**src/rtl/bcp_pe_walker.sv**
```systemverilog
// BCP processing element: walks one literal's clause list, emits implications or a conflict.
// Optional saturating statistics counters are enabled with `define BCP_PE_STATS_EN.
module bcp_pe_walker #(
    parameter int LIT_W   = 8,
    parameter int CLA_LEN = 3,
    parameter int PTR_W   = 8
) (
    input  logic                       clk,
    input  logic                       rst_n,
    input  logic                       lit_in_valid,
    output logic                       lit_in_ready,
    input  logic [LIT_W-1:0]           lit_in,
    input  logic [PTR_W-1:0]           head_ptr,
    input  logic                       head_valid,
    output logic                       node_req_valid,
    output logic [PTR_W-1:0]           node_req_ptr,
    input  logic                       node_rsp_valid,
    input  logic [CLA_LEN*LIT_W-1:0]   node_rsp_lit,
    input  logic [CLA_LEN*PTR_W-1:0]   node_rsp_next,
    output logic [CLA_LEN*(LIT_W-1)-1:0] var_idx,
    input  logic [CLA_LEN*2-1:0]       var_state,
    output logic                       imply_valid,
    input  logic                       imply_ready,
    output logic [LIT_W-1:0]           imply_lit,
    output logic                       conflict_valid,
    output logic [PTR_W-1:0]           conflict_ptr,
    input  logic                       halt,
`ifdef BCP_PE_STATS_EN
    input  logic                       stat_clr,
    output logic [31:0]                stat_clauses,
    output logic [31:0]                stat_implies,
    output logic [31:0]                stat_conflicts,
`endif
    output logic                       busy
);

    // state | meaning
    // IDLE  | waiting for a literal from the arbiter
    // REQ   | issuing a node read for ptr_q
    // WAIT  | waiting for the node memory response
    // EVAL  | classifying the clause slots against var_state
    // EMIT  | presenting an implication until accepted
    typedef enum logic [2:0] {S_IDLE, S_REQ, S_WAIT, S_EVAL, S_EMIT} state_t;

    localparam int VW = LIT_W - 1;

    state_t state_q, state_d;

    logic [LIT_W-1:0]         lit_q;
    logic [PTR_W-1:0]         ptr_q;
    logic [PTR_W-1:0]         next_q;
    logic [CLA_LEN*LIT_W-1:0] node_lit_q;
    logic [CLA_LEN*PTR_W-1:0] node_next_q;
    logic [LIT_W-1:0]         imply_lit_q;
    logic                     imply_done_q;
    logic                     conflict_valid_q;
    logic [PTR_W-1:0]         conflict_ptr_q;

    logic [LIT_W-1:0] slot_lit;
    logic [LIT_W-1:0] slot_abs;
    logic [1:0]       slot_st;
    logic             any_true;
    logic [7:0]       undef_cnt;
    logic [LIT_W-1:0] undef_lit;
    logic [PTR_W-1:0] next_sel;
    logic             match_found;
    logic             eval_advance;
    logic             eval_conflict;
    logic             accept;

    // Clause classification straight off the node register
    always_comb begin
        var_idx     = '0;
        any_true    = 1'b0;
        undef_cnt   = 8'd0;
        undef_lit   = '0;
        next_sel    = '0;
        match_found = 1'b0;
        slot_lit    = '0;
        slot_abs    = '0;
        slot_st     = 2'b00;
        for (int i = 0; i < CLA_LEN; i++) begin
            slot_lit = node_lit_q[i*LIT_W +: LIT_W];
            slot_st  = var_state[i*2 +: 2];
            slot_abs = slot_lit[LIT_W-1] ? -slot_lit : slot_lit;
            if (slot_lit != '0) begin
                var_idx[i*VW +: VW] = slot_abs[VW-1:0];
                if ((!slot_lit[LIT_W-1] && slot_st == 2'b10) ||
                    ( slot_lit[LIT_W-1] && slot_st == 2'b01))
                    any_true = 1'b1;
                if (slot_st == 2'b00) begin
                    undef_cnt = undef_cnt + 8'd1;
                    undef_lit = slot_lit;
                end
            end
            if (!match_found && slot_lit == lit_q) begin
                match_found = 1'b1;
                next_sel    = node_next_q[i*PTR_W +: PTR_W];
            end
        end
    end

    assign eval_advance  = any_true || (undef_cnt >= 8'd2);
    assign eval_conflict = !eval_advance && (undef_cnt == 8'd0);

    always_ff @(posedge clk or negedge rst_n) begin
        if (!rst_n) state_q <= S_IDLE;
        else        state_q <= state_d;
    end

    always_comb begin
        state_d        = state_q;
        lit_in_ready   = 1'b0;
        node_req_valid = 1'b0;
        imply_valid    = 1'b0;
        case (state_q)
            S_IDLE: begin
                lit_in_ready = !halt && rst_n;
                if (lit_in_valid && !halt && head_valid && head_ptr != '0)
                    state_d = S_REQ;
            end
            S_REQ: begin
                if (!halt) begin
                    node_req_valid = 1'b1;
                    state_d        = S_WAIT;
                end
            end
            S_WAIT: begin
                if (node_rsp_valid) state_d = S_EVAL;
            end
            S_EVAL: begin
                if (!halt) begin
                    if (eval_advance)       state_d = (next_sel != '0) ? S_REQ : S_IDLE;
                    else if (eval_conflict) state_d = S_IDLE;
                    else                    state_d = S_EMIT;
                end
            end
            S_EMIT: begin
                // Once accepted under halt, valid drops but the state waits for halt release
                imply_valid = !imply_done_q;
                if (!halt && (imply_done_q || imply_ready))
                    state_d = (next_q != '0) ? S_REQ : S_IDLE;
            end
            default: state_d = S_IDLE;
        endcase
    end

    assign accept = lit_in_valid && lit_in_ready;

    always_ff @(posedge clk or negedge rst_n) begin
        if (!rst_n) begin
            lit_q            <= '0;
            ptr_q            <= '0;
            next_q           <= '0;
            node_lit_q       <= '0;
            node_next_q      <= '0;
            imply_lit_q      <= '0;
            imply_done_q     <= 1'b0;
            conflict_valid_q <= 1'b0;
            conflict_ptr_q   <= '0;
        end else begin
            conflict_valid_q <= 1'b0;
            conflict_ptr_q   <= '0;
            case (state_q)
                S_IDLE: begin
                    if (accept) begin
                        lit_q <= lit_in;
                        if (head_valid && head_ptr != '0) ptr_q <= head_ptr;
                    end
                end
                S_WAIT: begin
                    if (node_rsp_valid) begin
                        node_lit_q  <= node_rsp_lit;
                        node_next_q <= node_rsp_next;
                    end
                end
                S_EVAL: begin
                    if (!halt) begin
                        next_q       <= next_sel;
                        imply_done_q <= 1'b0;
                        if (eval_advance) begin
                            if (next_sel != '0) ptr_q <= next_sel;
                        end else if (eval_conflict) begin
                            conflict_valid_q <= 1'b1;
                            conflict_ptr_q   <= ptr_q;
                        end else begin
                            imply_lit_q <= undef_lit;
                        end
                    end
                end
                S_EMIT: begin
                    if (imply_valid && imply_ready) imply_done_q <= 1'b1;
                    if (state_d != S_EMIT && next_q != '0) ptr_q <= next_q;
                end
                default: ;
            endcase
        end
    end

    assign node_req_ptr   = node_req_valid ? ptr_q : '0;
    assign imply_lit      = imply_valid ? imply_lit_q : '0;
    assign conflict_valid = conflict_valid_q;
    assign conflict_ptr   = conflict_ptr_q;
    assign busy           = (state_q != S_IDLE);

`ifdef BCP_PE_STATS_EN
    logic [31:0] clauses_q, implies_q, conflicts_q;

    always_ff @(posedge clk or negedge rst_n) begin
        if (!rst_n) begin
            clauses_q   <= '0;
            implies_q   <= '0;
            conflicts_q <= '0;
        end else if (stat_clr) begin
            clauses_q   <= '0;
            implies_q   <= '0;
            conflicts_q <= '0;
        end else begin
            if (state_q == S_EVAL && !halt && clauses_q != '1) clauses_q <= clauses_q + 32'd1;
            if (imply_valid && imply_ready && implies_q != '1) implies_q <= implies_q + 32'd1;
            if (conflict_valid_q && conflicts_q != '1)         conflicts_q <= conflicts_q + 32'd1;
        end
    end

    assign stat_clauses   = clauses_q;
    assign stat_implies   = implies_q;
    assign stat_conflicts = conflicts_q;
`endif

endmodule

```
**config.mk**
```make
export PLATFORM = sky130hd
export DESIGN_NAME = bcp_pe_walker
export DESIGN_NICKNAME = d
export VERILOG_FILES = /design/src/rtl/bcp_pe_walker.sv
export SDC_FILE = /design/constraint.sdc
export NUM_CORES = 1
export LEC_CHECK = 0
export CORE_ASPECT_RATIO = 0.7
export CORE_MARGIN = 2
export CORE_UTILIZATION = 40
export DETAILED_ROUTE_END_ITERATION = 10
export GPL_TIMING_DRIVEN = 0
export PLACE_DENSITY = 0.72
export SETUP_SLACK_MARGIN = 0.3
export SYNTH_ARGS = -nofsm -noshare
export SYNTH_HDL_FRONTEND = slang
export SYNTH_SLANG_ARGS = --single-unit
```
**constraint.sdc**
```tcl
create_clock -name clk -period 4.2 [get_ports clk]
set_input_delay 0.84 -clock clk [delete_from_list [all_inputs] [get_ports clk]]
set_output_delay 0.84 -clock clk [all_outputs]
set_load 0.05 [all_outputs]
```
# Word-level counts from Yosys, hierarchy flattened
# Cells that the tools add are included.
[totals]
out_inout_bits = 50
in_bits = 77
ff_bits = 93
word_cells = 154
[op_classes]
bitwise_logic = 3
magnitude_cmp = 1
n_mux = 63
n_eq_ne = 21
n_reduce_logical = 51
addsub = 5
[ops]
columns = ["operator", "n"]
rows = [
  ["$mux W8", 26],
  ["$reduce_bool A8 Y1", 6],
  ["$mux W7", 6],
  ["$eq A8 B8 Y1", 3],
  ["$pmux W8 S3", 1],
  ["$mux W1", 21],
  ["$mux W3", 7],
  ["$neg A7 Y7", 3],
  ["$logic_and A1 B1 Y1", 18],
  ["$add A8 B1 Y8 const B", 2],
  ["$pmux W3 S5", 1],
  ["$ne A2 B2 Y1 const B", 7],
  ["$ge A8 B2 Y1 const B", 1],
  ["$logic_not A1 Y1", 8],
  ["$logic_not A8 Y1", 1],
  ["$reduce_and A7 Y1", 1],
  ["$eq A2 B1 Y1 const B", 3],
  ["$eq A2 B2 Y1 const B", 3],
  ["$eq A3 B2 Y1 const B", 2],
  ["$logic_not A2 Y1", 3],
  ["$reduce_and A2 Y1", 3],
  ["$reduce_bool A3 Y1", 2],
  ["$logic_or A1 B1 Y1", 5],
  ["$reduce_and A4 Y1", 1],
  ["8 further kinds", 10],
]

# Logic depth before layout (Yosys ltp)
[depth]
word_depth = 21
ltp_mapped = 17
ltp_nobuf = 16

# Least setup slack after synthesis
# No wires, ideal clock.
[synth_path]
path_kind = "input-to-output"
startpoint = "input port halt"
endpoint = "output port node_req_ptr[0]"
path_stages = 3
slack_ps = 267
path_buffers = 0
arrival_ps = 3093
required_ps = 3360
path_cell_list = "nor2b_1 nor3b_1 and2_1"
[synth_via]
elab_chain_cells = 3
[synth_lines]
columns = ["element", "line_no", "source"]
rows = [
  ["from (decl)", "27", "input logic halt,"],
  ["$mux W1", "123", "if (!halt) begin"],
  ["$mux W1", "116", "case (state_q)"],
  ["named net node_req_valid", "15", "output logic node_req_valid,"],
  ["$mux W8", "200", "assign node_req_ptr = node_req_valid ? ptr_q : '0;"],
  ["to (decl)", "16", "output logic [PTR_W-1:0] node_req_ptr,"],
]
# The timed path passes the listed nets, and every way through them passes these cells.

# Final worst setup path
[layout_path]
startpoint = "register node_lit_q[1]"
endpoint = "register ptr_q[2]"
[layout_via]
elab_chain_cells = 20
elab_cells_between_ends = 44
classes_between = "add/sub (2); order compare (1); eq/ne (5); mux (24); reduce/logical (12)"
[layout_lines]
columns = ["element", "line_no", "source"]
rows = [
  ["from (decl)", "52", "logic [CLA_LEN*LIT_W-1:0] node_lit_q;"],
  ["from (signal assigned)", "173", "node_lit_q <= node_rsp_lit;"],
  ["$reduce_bool A8 Y1", "86", "if (slot_lit != '0) begin"],
  ["$mux W8", "86", ""],
  ["$add A8 B1 Y8", "92", "undef_cnt = undef_cnt + 8'd1;"],
  ["$mux W8", "91", "if (slot_st == 2'b00) begin"],
  ["$mux W8", "86", ""],
  ["$add A8 B1 Y8", "92", ""],
  ["$mux W8", "91", ""],
  ["$mux W8", "86", ""],
  ["(+4 left out)", "-", ""],
  ["$mux W3", "134", "else if (eval_conflict) state_d = S_IDLE;"],
  ["$mux W3", "133", "if (eval_advance) state_d = (next_sel != '0) ? S_REQ : S_IDLE;"],
  ["$mux W3", "132", "if (!halt) begin"],
  ["$pmux W3 S5", "116", ""],
  ["$ne A3 B3 Y1", "193", "if (state_d != S_EMIT && next_q != '0) ptr_q <= next_q;"],
  ["$logic_and A1 B1 Y1", "193", ""],
  ["$ne A2 B2 Y1 (no source line)", "-", ""],
  ["$reduce_and A7 Y1 (no source line)", "-", ""],
  ["to (signal assigned)", "168", "if (head_valid && head_ptr != '0) ptr_q <= head_ptr;"],
  ["to (signal assigned)", "182", "if (next_sel != '0) ptr_q <= next_sel;"],
  ["to (signal assigned)", "193", ""],
  ["to (decl)", "50", "logic [PTR_W-1:0] ptr_q;"],
]
# Parallel ways exist; a longest one is shown, timed or not. The select of a mux whose other input is x is not followed.
# A chain may end at the register's enable or synchronous reset.

==> results.sh <==
export IMPL_numCtsBuffers=9
export IMPL_fin_tns_setup_ns=0
export IMPL_synth_area_um2=5180
export IMPL_n_antenna_cell=0
export IMPL_yosysSeqAreaShare=0.449
export IMPL_dieWidth_um=140
export IMPL_cts_sinks=93
export IMPL_synth_nets=591
export IMPL_drc=9
export IMPL_worstMarginPinSlew_ns=0.934
export IMPL_status="complete, but fails checks"
export IMPL_dp_cells=798
export IMPL_worst_ir_drop_vdd_mv=0.649
export IMPL_slowest_stage="dfrtp_2"
export IMPL_max_freq_mhz=251
export IMPL_finalPower_mw=5.57
export IMPL_cts_path_max_buffers=2
export IMPL_yosys_top_cells_area="dfrtp_1, mux2_2, xor2_1"
export IMPL_fp_dieH_um=99.2
export IMPL_setup_viol=0
export IMPL_nFillCells=1075
export IMPL_syn2layout_area_growth_pct=38.2
export IMPL_synth_edf_count=0
export IMPL_yosys_area_top_type="dfrtp_1"
export IMPL_crit_chain="inv_2 -> ha_4 -> or3b_1 -> or3_4 -> nor3_4 -> nor3_2 -> ha_1 -> mux2i_2 -> inv_1 -> ha_1 -> nor2_1 -> nor2_2 -> a2111oi_4 -> buf_4 -> a41o_1 -> a32o_2 -> buf_8 -> mux2_4"
export IMPL_r2r_slack_ns=0.22
export IMPL_initial_utilization=0.413
export IMPL_gp_congestion=0.940
export IMPL_cts_tree="done"
export IMPL_top_layer="met4"
export IMPL_synth_ff_type="dfrtp_1"
export IMPL_hold_ws_ns=0.394
export IMPL_grt_pass1_vias=4411
export IMPL_rows=34
export IMPL_power_per_cell_area_nw_per_um2=779
export IMPL_num_vias=4539
export IMPL_synth_top_area_frac=0.449
export IMPL_cts_root_buf="clkbuf_16"
export IMPL_p_leak_nw=3.02
export IMPL_portBuffers=126
export IMPL_dieArea_um2=13900
export IMPL_yosys_warnings=0
export IMPL_synthArstFlopShare=1.00
export IMPL_cp_max_fo=8
export IMPL_drtIter0Drc=303
export IMPL_nets=744
export IMPL_worst_clock_skew_ns=0.00847
export IMPL_fin_crit_ns=3.98
export IMPL_track_usage=0.228
export IMPL_hpwl_um=11800
export IMPL_synth_top_cells_by_count="dfrtp_1, nand2_1, mux2_2"
export IMPL_syn_inst=509
export IMPL_slew_headroom=0.372
export IMPL_drt_wirelength_per_cell_um=18.7
export IMPL_synth_most_common_cell="dfrtp_1"
export IMPL_wl_met1_um=7420
export IMPL_routed_wl_um=15500
export IMPL_vias_per_cell=5.48
export IMPL_cts_max_level=3
export IMPL_holdBufCountCts=0
export IMPL_grt_remaining_overflow=0
export IMPL_ys_ff_latch=93
export IMPL_stdcell_area_um2=7160
export IMPL_grt_max_degree=73
export IMPL_clock_latency_ns=0.34
export IMPL_layout_cells_non_filler=829
export IMPL_violations="design-rule violations"
export IMPL_rsz0062_at_grt="true"
export IMPL_cap_violations=0
export IMPL_path_clk_slew_ns=0.07
export IMPL_drive_gt1_frac=0.187
export IMPL_met2_length_um=6480
export IMPL_min_path_type="in2async"
export IMPL_ys_types=55
export IMPL_crit_top_cell="ha_1"
export IMPL_startpoint_type="flip-flop"
export IMPL_syn_area_per_cell_um2=10.2
export IMPL_antenna_left=0
export IMPL_dr_pass1_iters=8
export IMPL_post_dp_cell_area_um2=6670
export IMPL_arrival_ns=4.20
export IMPL_required_ns=4.42
export IMPL_grt_pass1_wl_um=24400
export IMPL_antenna_found_initial=0
export IMPL_core_area_um2=12500
export IMPL_critPathCaptureType="flip-flop"
export IMPL_min_period_over_period=0.948
export IMPL_crit_type="reg2reg"
export IMPL_critPathMaxStageDelay_ns=0.42
export IMPL_met3WireLength_um=1350
export IMPL_slew_violations=0
export IMPL_reg2reg_depth=18
export IMPL_io_pins=127
export IMPL_finalHoldViolations=0
-- per-layer routing --
metal,up-vias,GRT usage
met1,2222,0.352
met2,182,0.326
met3,19,0.0491
met5,-,0
met4,0,0.0559
li1,2116,-
-- area by class of cell --
type / count / area (um^2) / share of cell area
clock buffer: 10 / 229 / 0.0320
buffer: 23 / 108 / 0.0150
tap: 162 / 203 / 0.0283
clock inverter: 6 / 52.6 / 0.00734
timing repair buffer: 142 / 1400 / 0.195
inverter: 17 / 63.8 / 0.00891
multi-input combinational: 376 / 2780 / 0.388
sequential: 93 / 2330 / 0.325
-- flip-flops by register name (all words and copies together), names as in the netlist --
signal	count
ptr_q	8
state_q	3
conflict_ptr	8
next_q	8
node_next_q	24
lit_q	8
imply_done_q	1
conflict_valid	1
imply_lit_q	8
node_lit_q	24
-- worst paths after layout --
check | startpoint | end
setup reg to reg | node_lit_q[1]$_DFFE_PN0P_ | ptr_q[2]$_DFFE_PN0P_
setup / recovery | node_lit_q[1]$_DFFE_PN0P_ | ptr_q[2]$_DFFE_PN0P_
hold / removal | rst_n | node_next_q[3]$_DFFE_PN0P_
max in group asynchronous | rst_n | ptr_q[2]$_DFFE_PN0P_
min in group clk | node_next_q[5]$_DFFE_PN0P_ | node_next_q[5]$_DFFE_PN0P_
hold reg to reg | node_next_q[5]$_DFFE_PN0P_ | node_next_q[5]$_DFFE_PN0P_
-- critical path, delay by kind of cell (launching register included) --
kind | cells | cell delay [ns]
flip-flops | 1 | 0.42
adder cells (fa/ha/maj) | 3 | 0.67
multiplexers | 2 | 0.48
AND/OR/NAND/NOR | 6 | 1.21
AO/OA/AOI/OAI | 3 | 0.58
buffers and inverters | 4 | 0.49
-- report_power, final --
part / internal [mW] / switching (mW) / leakage, nW
registers: 1.26 / 0.430 / 1.17
logic: 1.28 / 1.81 / 1.72
clock network: 0.411 / 0.370 / 0.132
-- cell usage in the layout (no fill, tap or decap), types with 17 or more instances in the layout --
cell             synthesis  routed
dfrtp_1                 93      92
o21ai_0                 34      34
nand2_1                 55      55
xor2_1                  24      24
and2_1                  31      31
clkdlybuf4s50_1          0     116
nor2_1                  27      25
xnor2_1                 17      17
clkbuf_1                16      17
mux2_2                  50      42
-- kinds of logic after synthesis --
kind of cell,after synthesis,synth area share
adder cells (fa/ha/maj),5,0.0121
AND/OR/NAND/NOR,176,0.179
multiplexers,61,0.138
flip-flops,93,0.449
XOR/XNOR,41,0.0693
AO/OA/AOI/OAI,93,0.121
buffers and inverters,40,0.0316
-- per-stage QoR --
stage | utilization | setup slack (ns)
6_report | 0.570 | 0.220
5_1_grt | 0.570 | 0.124
4_1_cts | 0.569 | 0.134
3_5_place_dp | 0.532 | -0.292
3_3_place_gp | 0.530 | -2.21
2_1_floorplan | - | 0.608
-- what timing repair did --
action	in CTS	in global routing
gates cloned	1	0
endpoints found under the setup margin	36	29
resized for setup	30	4
buffers inserted	13	1
endpoints found under the hold margin	0	0
pin swaps	4	4
(Power assumes the default switching activity.)
